File: src/rtl/seq_multiplier4_if.sv
// ---------------------------------------------------------------------------
// seq_multiplier4_if
//   Request/result bundle for the sequential multiplier.
//   start   : operation request, sampled while the multiplier is idle
//   a, b    : multiplicand / multiplier, captured with start
//   busy    : operation in progress
//   done    : one-cycle pulse, product newly updated
//   product : 2*WIDTH-bit result, held until the next completion
//   Modports: master drives the request, slave (the multiplier) answers.
// ---------------------------------------------------------------------------
interface seq_multiplier4_if #(
  parameter int WIDTH = 4
);
  logic                   start;
  logic [WIDTH-1:0]       a;
  logic [WIDTH-1:0]       b;
  logic                   busy;
  logic                   done;
  logic [2*WIDTH-1:0]     product;

  modport master (
    output start, a, b,
    input  busy, done, product
  );

  modport slave (
    input  start, a, b,
    output busy, done, product
  );
endinterface

File: src/rtl/seq_multiplier4.sv
// ---------------------------------------------------------------------------
// seq_multiplier4
//   Unsigned shift-and-add multiplier, WIDTH x WIDTH -> 2*WIDTH.
//   Each iteration adds the (optionally gated) shifted multiplicand into the
//   accumulator through a structural ripple chain of full_adder cells.
//   A result takes WIDTH+1 clock edges from the accepting edge; a new start
//   is accepted in the done cycle, so back-to-back ops run every WIDTH+1.
// Ports
//   clk  : rising-edge clock
//   rst  : synchronous, active-high reset (aborts any operation in flight)
//   bus  : seq_multiplier4_if.slave (start, a, b in; busy, done, product out)
// ---------------------------------------------------------------------------

// One-bit full adder cell used to build the accumulator ripple chain.
module full_adder (
  input  logic a,
  input  logic b,
  input  logic cin,
  output logic sum,
  output logic cout
);
  assign sum  = a ^ b ^ cin;
  assign cout = (a & b) | (cin & (a ^ b));
endmodule

module seq_multiplier4 #(
  parameter int WIDTH = 4
) (
  input  logic               clk,
  input  logic               rst,
  seq_multiplier4_if.slave   bus
);
  localparam int PW = 2 * WIDTH;
  localparam int CW = (WIDTH > 1) ? $clog2(WIDTH) : 1;

  typedef enum logic [0:0] {
    ST_IDLE = 1'b0,
    ST_RUN  = 1'b1
  } state_t;

  state_t          state_r;
  state_t          state_next_s;

  logic [PW-1:0]    acc_r;
  logic [PW-1:0]    mcand_r;
  logic [WIDTH-1:0] mreg_r;
  logic [CW-1:0]    cnt_r;
  logic [PW-1:0]    product_r;
  logic             done_r;

  logic [PW-1:0]    addend_s;
  logic [PW-1:0]    sum_s;
  logic [PW:0]      carry_s;
  logic             carry_unused_s;
  logic             busy_s;
  logic             load_s;
  logic             step_s;
  logic             last_s;

  // The WIDTH-th iteration is the one that sees cnt == WIDTH-1.
  assign last_s = (cnt_r == CW'(WIDTH - 1));

  // Gate the multiplicand by the current multiplier LSB.
  always_comb begin
    addend_s = {PW{1'b0}};
    if (mreg_r[0]) begin
      addend_s = mcand_r;
    end else begin
      addend_s = {PW{1'b0}};
    end
  end

  // Structural accumulator adder: acc_r + addend_s, ripple carry from bit 0.
  assign carry_s[0] = 1'b0;
  for (genvar i = 0; i < PW; i++) begin : g_fa
    full_adder u_fa (
      .a    (acc_r[i]),
      .b    (addend_s[i]),
      .cin  (carry_s[i]),
      .sum  (sum_s[i]),
      .cout (carry_s[i+1])
    );
  end
  // Final carry is always 0 because (2^W-1)^2 < 2^(2W); intentionally dropped.
  assign carry_unused_s = carry_s[PW];

  // State register.
  always_ff @(posedge clk) begin
    if (rst) begin
      state_r <= ST_IDLE;
    end else begin
      state_r <= state_next_s;
    end
  end

  // Next-state logic.
  always_comb begin
    state_next_s = state_r;
    case (state_r)
      ST_IDLE: begin
        if (bus.start) begin
          state_next_s = ST_RUN;
        end else begin
          state_next_s = ST_IDLE;
        end
      end
      ST_RUN: begin
        if (last_s) begin
          state_next_s = ST_IDLE;
        end else begin
          state_next_s = ST_RUN;
        end
      end
      default: begin
        state_next_s = ST_IDLE;
      end
    endcase
  end

  // State decode: busy flag and datapath enables.
  always_comb begin
    busy_s = 1'b0;
    load_s = 1'b0;
    step_s = 1'b0;
    case (state_r)
      ST_IDLE: begin
        busy_s = 1'b0;
        load_s = bus.start;
        step_s = 1'b0;
      end
      ST_RUN: begin
        busy_s = 1'b1;
        load_s = 1'b0;
        step_s = 1'b1;
      end
      default: begin
        busy_s = 1'b0;
        load_s = 1'b0;
        step_s = 1'b0;
      end
    endcase
  end

  // Datapath registers: capture operands on accept, shift/accumulate in RUN.
  always_ff @(posedge clk) begin
    if (rst) begin
      acc_r   <= {PW{1'b0}};
      mcand_r <= {PW{1'b0}};
      mreg_r  <= {WIDTH{1'b0}};
      cnt_r   <= {CW{1'b0}};
    end else if (load_s) begin
      acc_r   <= {PW{1'b0}};
      mcand_r <= {{WIDTH{1'b0}}, bus.a};
      mreg_r  <= bus.b;
      cnt_r   <= {CW{1'b0}};
    end else if (step_s) begin
      acc_r   <= sum_s;
      mcand_r <= mcand_r << 1;
      mreg_r  <= mreg_r >> 1;
      cnt_r   <= cnt_r + CW'(1);
    end else begin
      acc_r   <= acc_r;
      mcand_r <= mcand_r;
      mreg_r  <= mreg_r;
      cnt_r   <= cnt_r;
    end
  end

  // Result registers: product and done update only on the completing edge.
  always_ff @(posedge clk) begin
    if (rst) begin
      product_r <= {PW{1'b0}};
      done_r    <= 1'b0;
    end else if (step_s && last_s) begin
      product_r <= sum_s;
      done_r    <= 1'b1;
    end else begin
      product_r <= product_r;
      done_r    <= 1'b0;
    end
  end

  assign bus.busy    = busy_s;
  assign bus.done    = done_r;
  assign bus.product = product_r;

endmodule

File: src/flat_wrapper.sv
// flat-port wrapper written by rule: the top's interface ports become plain ports
module seq_multiplier4_flat 
#(
  parameter int WIDTH = 4
)
  (clk, rst, bus_start, bus_a, bus_b, bus_busy, bus_done, bus_product);
  seq_multiplier4_if #(.WIDTH(WIDTH)) bus_i ();
  input  logic clk;
  input  logic rst;
  input wire logic [$bits(bus_i.start)-1:0] bus_start;
  input wire logic [$bits(bus_i.a)-1:0] bus_a;
  input wire logic [$bits(bus_i.b)-1:0] bus_b;
  output wire logic [$bits(bus_i.busy)-1:0] bus_busy;
  output wire logic [$bits(bus_i.done)-1:0] bus_done;
  output wire logic [$bits(bus_i.product)-1:0] bus_product;
  assign bus_i.start = bus_start;
  assign bus_i.a = bus_a;
  assign bus_i.b = bus_b;
  assign bus_busy = bus_i.busy;
  assign bus_done = bus_i.done;
  assign bus_product = bus_i.product;
  seq_multiplier4 #(.WIDTH(WIDTH)) u_core (.clk(clk), .rst(rst), .bus(bus_i));
endmodule
File: config.mk
export PLATFORM = sky130hd
export DESIGN_NAME = seq_multiplier4_flat
export DESIGN_NICKNAME = d
export VERILOG_FILES = /design/src/rtl/seq_multiplier4_if.sv /design/src/rtl/seq_multiplier4.sv /design/src/flat_wrapper.sv
export SDC_FILE = /design/constraint.sdc
export NUM_CORES = 1
export LEC_CHECK = 0
export CAP_MARGIN = 20
export CELL_PAD_IN_SITES_DETAIL_PLACEMENT = 1
export CELL_PAD_IN_SITES_GLOBAL_PLACEMENT = 1
export CORE_ASPECT_RATIO = 1.25
export CORE_MARGIN = 3
export CORE_UTILIZATION = 23
export CTS_CLUSTER_DIAMETER = 40
export DETAILED_ROUTE_END_ITERATION = 10
export GPL_ROUTABILITY_DRIVEN = 0
export PLACE_DENSITY = 0.5
export SETUP_SLACK_MARGIN = 0.02
export SYNTH_ARGS = -nofsm -noshare
export SYNTH_HDL_FRONTEND = slang
export SYNTH_SLANG_ARGS = --single-unit
File: constraint.sdc
create_clock -name clk -period 4.3 [get_ports clk]
set_input_delay 0.86 -clock clk [delete_from_list [all_inputs] [get_ports clk]]
set_output_delay 0.86 -clock clk [all_outputs]
set_load 0.02 [all_outputs]
==> results of run 1 <==
## power breakdown
group	leakage (µW)	internal, µW	switching (µW)
sequential	0.000260	304	5.47
combinational	0.000376	27.6	27.2
clock	0.0000455	130	101
## final timing paths
| check | from | end | slack [ns] | cells after the start |
|---|---|---|---|---|
| worst max register to register | u_core.mreg_r[0] | u_core.bus.product[7] | 0.58 | 13 |
| worst min register to register | u_core.bus.product[5] | u_core.bus.product[5] | 0.45 | 2 |
| worst min-delay path | u_core.bus.product[5] | u_core.bus.product[5] | 0.45 | 2 |
| worst max-delay path | u_core.mreg_r[0] | u_core.bus.product[7] | 0.58 | 13 |
## through the flow
stage	hold WS [ns]	total power (µW)	setup slack (ns)
detailed placement	0.449	373	0.576
global route	0.482	628	0.411
global placement	0.443	370	0.684
finish	0.453	596	0.581
floorplan	0.456	355	0.799
CTS	0.459	613	0.550
## sequential cells by signal (all words and copies together), names as in the netlist
name                flops
u_core.acc_r            8
u_core.mreg_r           4
u_core.state_r          1
u_core.cnt_r            2
u_core.mcand_r          8
u_core.bus.product      8
u_core.bus.done         1
## per-layer routing
| layer | share of wire, % | vias to the layer above | global-route usage (%) |
|---|---|---|---|
| li1 | - | 520 | - |
| met1 | 45 | 471 | 10.3 |
| met2 | 50 | 20 | 15.6 |
| met3 | 4.0 | 5 | 2.93 |
| met4 | 1.4 | 0 | 3.12 |
| met5 | 0 | - | 0 |
## cell usage after synthesis (all sizes together) (3+ instances only)
master / n
nand2b: 3
nor2: 21
nand3b: 3
mux2i: 20
a21oi: 7
buf: 8
dfxtp: 32
mux2: 6
and2: 7
nand2: 14
inv: 3
fa: 6
## final cells by class
class                   instances  area, µm²
fillers                       711       4170
inverters                       3       11.3
well taps                      82        103
clock buffers                   8       90.1
flip-flops and latches         32        641
multi-input cells             101        756
repair buffers                 21        208
## kinds of logic (layout without fill, tap and decap cells)
| logic type | count (synthesis) | after routing |
|---|---|---|
| simple gates | 54 | 54 |
| flops | 32 | 32 |
| mux | 26 | 26 |
| compound gates | 12 | 12 |
| buf+inv | 12 | 32 |
| fa+ha+maj | 8 | 8 |
| xor+xnor | 1 | 1 |
## worst max-delay path, stage by stage, from the launching register on
cell and delay, ns:
dfxtp_1 0.39, and2_1 0.19, ha_1 0.17, inv_1 0.07, fa_1 0.17, inv_1 0.06, fa_1 0.37, fa_1 0.38
fa_1 0.40, fa_1 0.39, fa_1 0.38, nand3b_1 0.21, a2111o_1 0.40, nand3_1 0.07
==> impl_metrics.json, run 1 <==
{
  "status": "completed",
  "firstDrtPassIters": 4,
  "synth_area_leaders": "dfxtp_1 44%, mux2i_1 14%, fa_1 8.2%",
  "power_density_nw_per_um2": 330,
  "dp_hpwl_mm": 2.29,
  "yosysWarnings": 0,
  "post_cts_buffers": 0,
  "overflow": 0,
  "rsz0062_at_grt": "no",
  "crit_required_ns": 4.52,
  "post-route-period-util_pct": 86.5,
  "drive_above_1_share_pct": 4.85,
  "vias": 1016,
  "finalSetupTns_ns": 0,
  "ir_worst_vdd_mv": 0.109,
  "leakagePower_uw": 0.000681,
  "cts_buffer_depth": 2,
  "fp.dieW_um": 77.3,
  "synthArstFlopShare_pct": 0,
  "diodes": 0,
  "grt_max_degree": 29,
  "relSlewSlack_pct": 45.0,
  "drt_iter0_drc": 27,
  "worst_slew_pin_slew_ns": 0.822,
  "synth.area.mux_share_pct": 18.3,
  "grt_pass1_wl_mm": 5.19,
  "synthToLayoutAreaGrowth_pct": 23.8,
  "setup_viol": 0,
  "synth_compound_area_share_pct": 5.40,
  "synth-seq-cells": 32,
  "grt_usage_pct": 8.97,
  "syn-mean-instance-area_um2": 10.1,
  "root_buffer": "clkbuf_8",
  "instances_no_fill": 247,
  "synth_nets": 164,
  "placed_cells": 239,
  "startpoint_type": "flop",
  "clk_latency_ns": 0.27,
  "min_period_ns": 3.72,
  "port_buffers": 20,
  "numCtsBuffers": 5,
  "fin_nets": 183,
  "die_y_um": 95.1,
  "drt.antenna.violating_nets": 0,
  "slew_viol_final": 0,
  "final_cell_mix": "32 x dfxtp_1, 21 x nor2_1, 20 x mux2i_1, 20 x clkdlybuf4s50_1, 14 x nand2_1",
  "cts_sinks": 32,
  "ys_seq_area_share_pct": 43.9,
  "core_area_um2": 5970,
  "yosysTopAreaCell": "dfxtp_1",
  "wirelength_mm": 3.00,
  "placed_area_um2": 1720,
  "max_freq_ghz": 0.269,
  "die_area_um2": 7350,
  "worstSetupPathType": "flop to flop",
  "maxCapViolCount": 0,
  "yosysUniqueCellTypes": 27,
  "synth_area_um2": 1460,
  "layout_commonest_cell": "dfxtp_1",
  "synth_cells": 145,
  "hold_violations": 0,
  "viasPerCell": 4.11,
  "clk_pin_slew_ns": 0.06,
  "hold_path_class": "flop to flop",
  "synth_xor_area_share_pct": 0.600,
  "synth_edf_count": 0,
  "wl_per_cell_um": 12.1,
  "start_util_pct": 24.4,
  "cts-resized-gates": 0,
  "synth_top_family_by_area": "multiplexers",
  "final_core_util_pct": 30.3,
  "cp_max_fo": 10,
  "yosys.area_share.adder_pct": 9.94,
  "postLayoutCellArea_um2": 1810,
  "synthSimpleGateAreaFrac_pct": 17.5,
  "antenna_found_initial": 0,
  "synth_top_area_share_pct": 43.9,
  "synth_flop_cell": "dfxtp_1",
  "cts_tree": "done",
  "grt_pass1_vias": 1089,
  "rows": 31,
  "arrival_ns": 3.94,
  "drcViolationCount": 0,
  "htreeDepth": 2,
  "cts_hold_buf": 0,
  "io_pins": 21,
  "end_kind": "flop",
  "skew_ns": 0.00244
}
Note: power is estimated with default switching activity, not from simulation.
==> inputs of run 2 (changes only) <==
--- a/config.mk
+++ b/config.mk
@@ -5,6 +5,7 @@
 export SDC_FILE = /design/constraint.sdc
 export NUM_CORES = 1
 export LEC_CHECK = 0
+export ABC_AREA = 1
 export CAP_MARGIN = 20
 export CELL_PAD_IN_SITES_DETAIL_PLACEMENT = 1
 export CELL_PAD_IN_SITES_GLOBAL_PLACEMENT = 1
@@ -14,8 +15,10 @@
 export CTS_CLUSTER_DIAMETER = 40
 export DETAILED_ROUTE_END_ITERATION = 10
 export GPL_ROUTABILITY_DRIVEN = 0
-export PLACE_DENSITY = 0.5
+export HOLD_SLACK_MARGIN = 0.03
+export PLACE_DENSITY = 0.51
 export SETUP_SLACK_MARGIN = 0.02
 export SYNTH_ARGS = -nofsm -noshare
 export SYNTH_HDL_FRONTEND = slang
 export SYNTH_SLANG_ARGS = --single-unit
+export TNS_END_PERCENT = 20
==> run 2 against run 1 <==
Fmax increased by 8.4%. First-iteration DRC count decreased by 15%. Wire length increased by 14%. Worst setup slack improved by 0.29 ns.
==> impl_metrics.json, run 2 <==
{
  "yosysUniqueCellTypes": 21,
  "grt_max_degree": 26,
  "synth_flop_cell": "dfxtp_1",
  "htreeDepth": 2,
  "fin_ws_ns": 0.870,
  "total_power_uw": 651,
  "synth_top_area_share_pct": 42.5,
  "max_freq_ghz": 0.292,
  "port_buffers": 20,
  "use_met1_pct": 11.7,
  "grt_pass1_wl_mm": 5.75,
  "grt_use_met3_pct": 3.06,
  "start_util_pct": 24.0,
  "postLayoutCellArea_um2": 1860,
  "clk_pin_slew_ns": 0.07,
  "synth-seq-cells": 32,
  "hold_violations": 0,
  "crit_required_ns": 4.49,
  "cp_top_family": "adder cells",
  "synth_xor_area_share_pct": 0.580,
  "ys_seq_area_share_pct": 42.5,
  "slew_viol_final": 0,
  "cts-resized-gates": 0,
  "ir_worst_vdd_mv": 0.176,
  "drive_above_1_share_pct": 11.6,
  "synth_cells": 192,
  "dp_hpwl_mm": 2.50,
  "max_stage_delay_ns": 0.41,
  "grt_busiest_layer": "met2",
  "dp_slack_ns": 0.846,
  "diodes": 0,
  "maxCapViolCount": 0,
  "synth_top_family_by_area": "simple AND/OR/NAND/NOR gates",
  "rsz0062_at_grt": "no",
  "synth_common_cells": "89 x nand2_1, 32 x dfxtp_1, 20 x inv_1",
  "synthSimpleGateAreaFrac_pct": 28.0,
  "worstHoldStart": "u_core.bus.product[5]",
  "clk_latency_ns": 0.29,
  "fin_nets": 233,
  "yosysTopAreaCell": "dfxtp_1",
  "overflow": 0,
  "min_period_ns": 3.43,
  "wirelength_mm": 3.41,
  "final_cell_mix": "89 x nand2_1, 32 x dfxtp_1, 20 x inv_1, 20 x clkdlybuf4s50_1",
  "startpoint_type": "flop",
  "firstDrtPassIters": 4,
  "skew_ns": 0.00454,
  "fp.dieW_um": 78.4,
  "finalSetupTns_ns": 0,
  "r2r_start": "u_core.mreg_r[0]",
  "critPathBufInv": 5,
  "antenna_found_initial": 0,
  "drt.antenna.violating_nets": 0,
  "die_area_um2": 7570,
  "synthToLayoutAreaGrowth_pct": 23.5,
  "yosysWarnings": 0,
  "numCtsBuffers": 5,
  "io_pins": 21,
  "status": "completed",
  "core_area_um2": 6290,
  "synth_area_leaders": "dfxtp_1 42%, nand2_1 22%, fa_1 8.0%",
  "synth_area_um2": 1510,
  "cpMostUsedCell": "fa_1",
  "vias": 1181,
  "leakagePower_uw": 0.000826,
  "cts_buffer_depth": 2,
  "viasPerCell": 3.94,
  "yosys.area_share.adder_pct": 9.62,
  "synth_compound_area_share_pct": 8.87,
  "wl_per_cell_um": 11.4,
  "synthArstFlopShare_pct": 0,
  "drt_iter0_drc": 23,
  "cts_tree": "done",
  "synth.most_common_cell": "nand2_1",
  "critPathLaunch": "u_core.mreg_r[0]",
  "grt_pass1_vias": 1215,
  "root_buffer": "clkbuf_8",
  "path_cells": "nand2_1, inv_1, ha_1, inv_1, fa_1, inv_1, fa_1, fa_1, fa_1, fa_1, fa_1, inv_1, nand2_1, nand3_1, nand3_1, nand2_1, inv_1",
  "arrival_ns": 3.62,
  "syn-mean-instance-area_um2": 7.86,
  "end_kind": "flop",
  "synth_edf_count": 0,
  "cp_max_fo": 9,
  "hold_path_class": "flop to flop",
  "die_y_um": 96.6,
  "layout_commonest_cell": "nand2_1",
  "worstSetupPathType": "flop to flop",
  "reg2reg_slack_ns": 0.87,
  "relSlewSlack_pct": 59.5,
  "cts_sinks": 32,
  "grt_util_met2_pct": 16.9,
  "drcViolationCount": 0,
  "fillers": 771,
  "synth.area.mux_share_pct": 0,
  "rows": 32,
  "final_core_util_pct": 29.6,
  "grt_usage_pct": 10.2,
  "worst_slew_pin_slew_ns": 0.606,
  "placed_area_um2": 1760,
  "crit_slowest_cell": "fa_1",
  "synth_nets": 211,
  "setup_viol": 0,
  "post-route-period-util_pct": 79.8,
  "power_density_nw_per_um2": 349,
  "cts_hold_buf": 0,
  "post_cts_buffers": 0
}
==> run 2: cell type report <==
cell class | instances | area (µm²) | area share (%)
Sequential cell | 32 | 641 | 34.4
Tap cell | 85 | 106 | 5.71
Clock inverter | 2 | 35.0 | 1.88
Clock buffer | 6 | 72.6 | 3.90
Timing Repair Buffer | 21 | 208 | 11.1
Inverter | 24 | 90.1 | 4.84
Multi-Input combinational cell | 130 | 711 | 38.1
==> run 2: worst reg2reg max path: stages (launching register included) <==
cell	delay [ns]
dfxtp_1	0.39
nand2_1	0.10
inv_1	0.04
ha_1	0.17
inv_1	0.06
fa_1	0.15
inv_1	0.05
fa_1	0.37
fa_1	0.40
fa_1	0.39
fa_1	0.38
fa_1	0.41
inv_1	0.09
nand2_1	0.05
nand3_1	0.08
nand3_1	0.09
nand2_1	0.08
inv_1	0.04
==> run 2: logic make-up after synthesis <==
logic type,count (synthesis)
simple gates,104
flops,32
buf+inv,30
compound gates,17
fa+ha+maj,8
xor+xnor,1
==> run 2: worst paths after layout <==
check / endpoint / depth (start not counted)
max: u_core.acc_r[7] / 17
min: u_core.bus.product[5] / 2
max reg2reg: u_core.acc_r[7] / 17
min reg2reg: u_core.bus.product[5] / 2
==> run 2: layer usage <==
metal | part of all wire [%] | routed length (µm) | up-vias
met5 | 0 | 0 | -
met3 | 4.0 | 138 | 6
li1 | - | - | 621
met2 | 48 | 1630 | 25
met1 | 46 | 1560 | 529
met4 | 2.3 | 80 | 0
==> run 2: report_power, final <==
part	switching, µW	leakage [µW]	internal, µW
Sequential	5.65	0.000259	303
Clock	118	0.0000552	172
Combinational	31.7	0.000511	20.3
Total	156	0.000826	495
==> run 2: through the flow <==
step,std cells,hold slack [ns]
3_3_place_gp,292,0.442
5_1_grt,300,0.476
6_report,300,0.451
4_1_cts,300,0.456
3_5_place_dp,292,0.442
2_1_floorplan,192,0.437
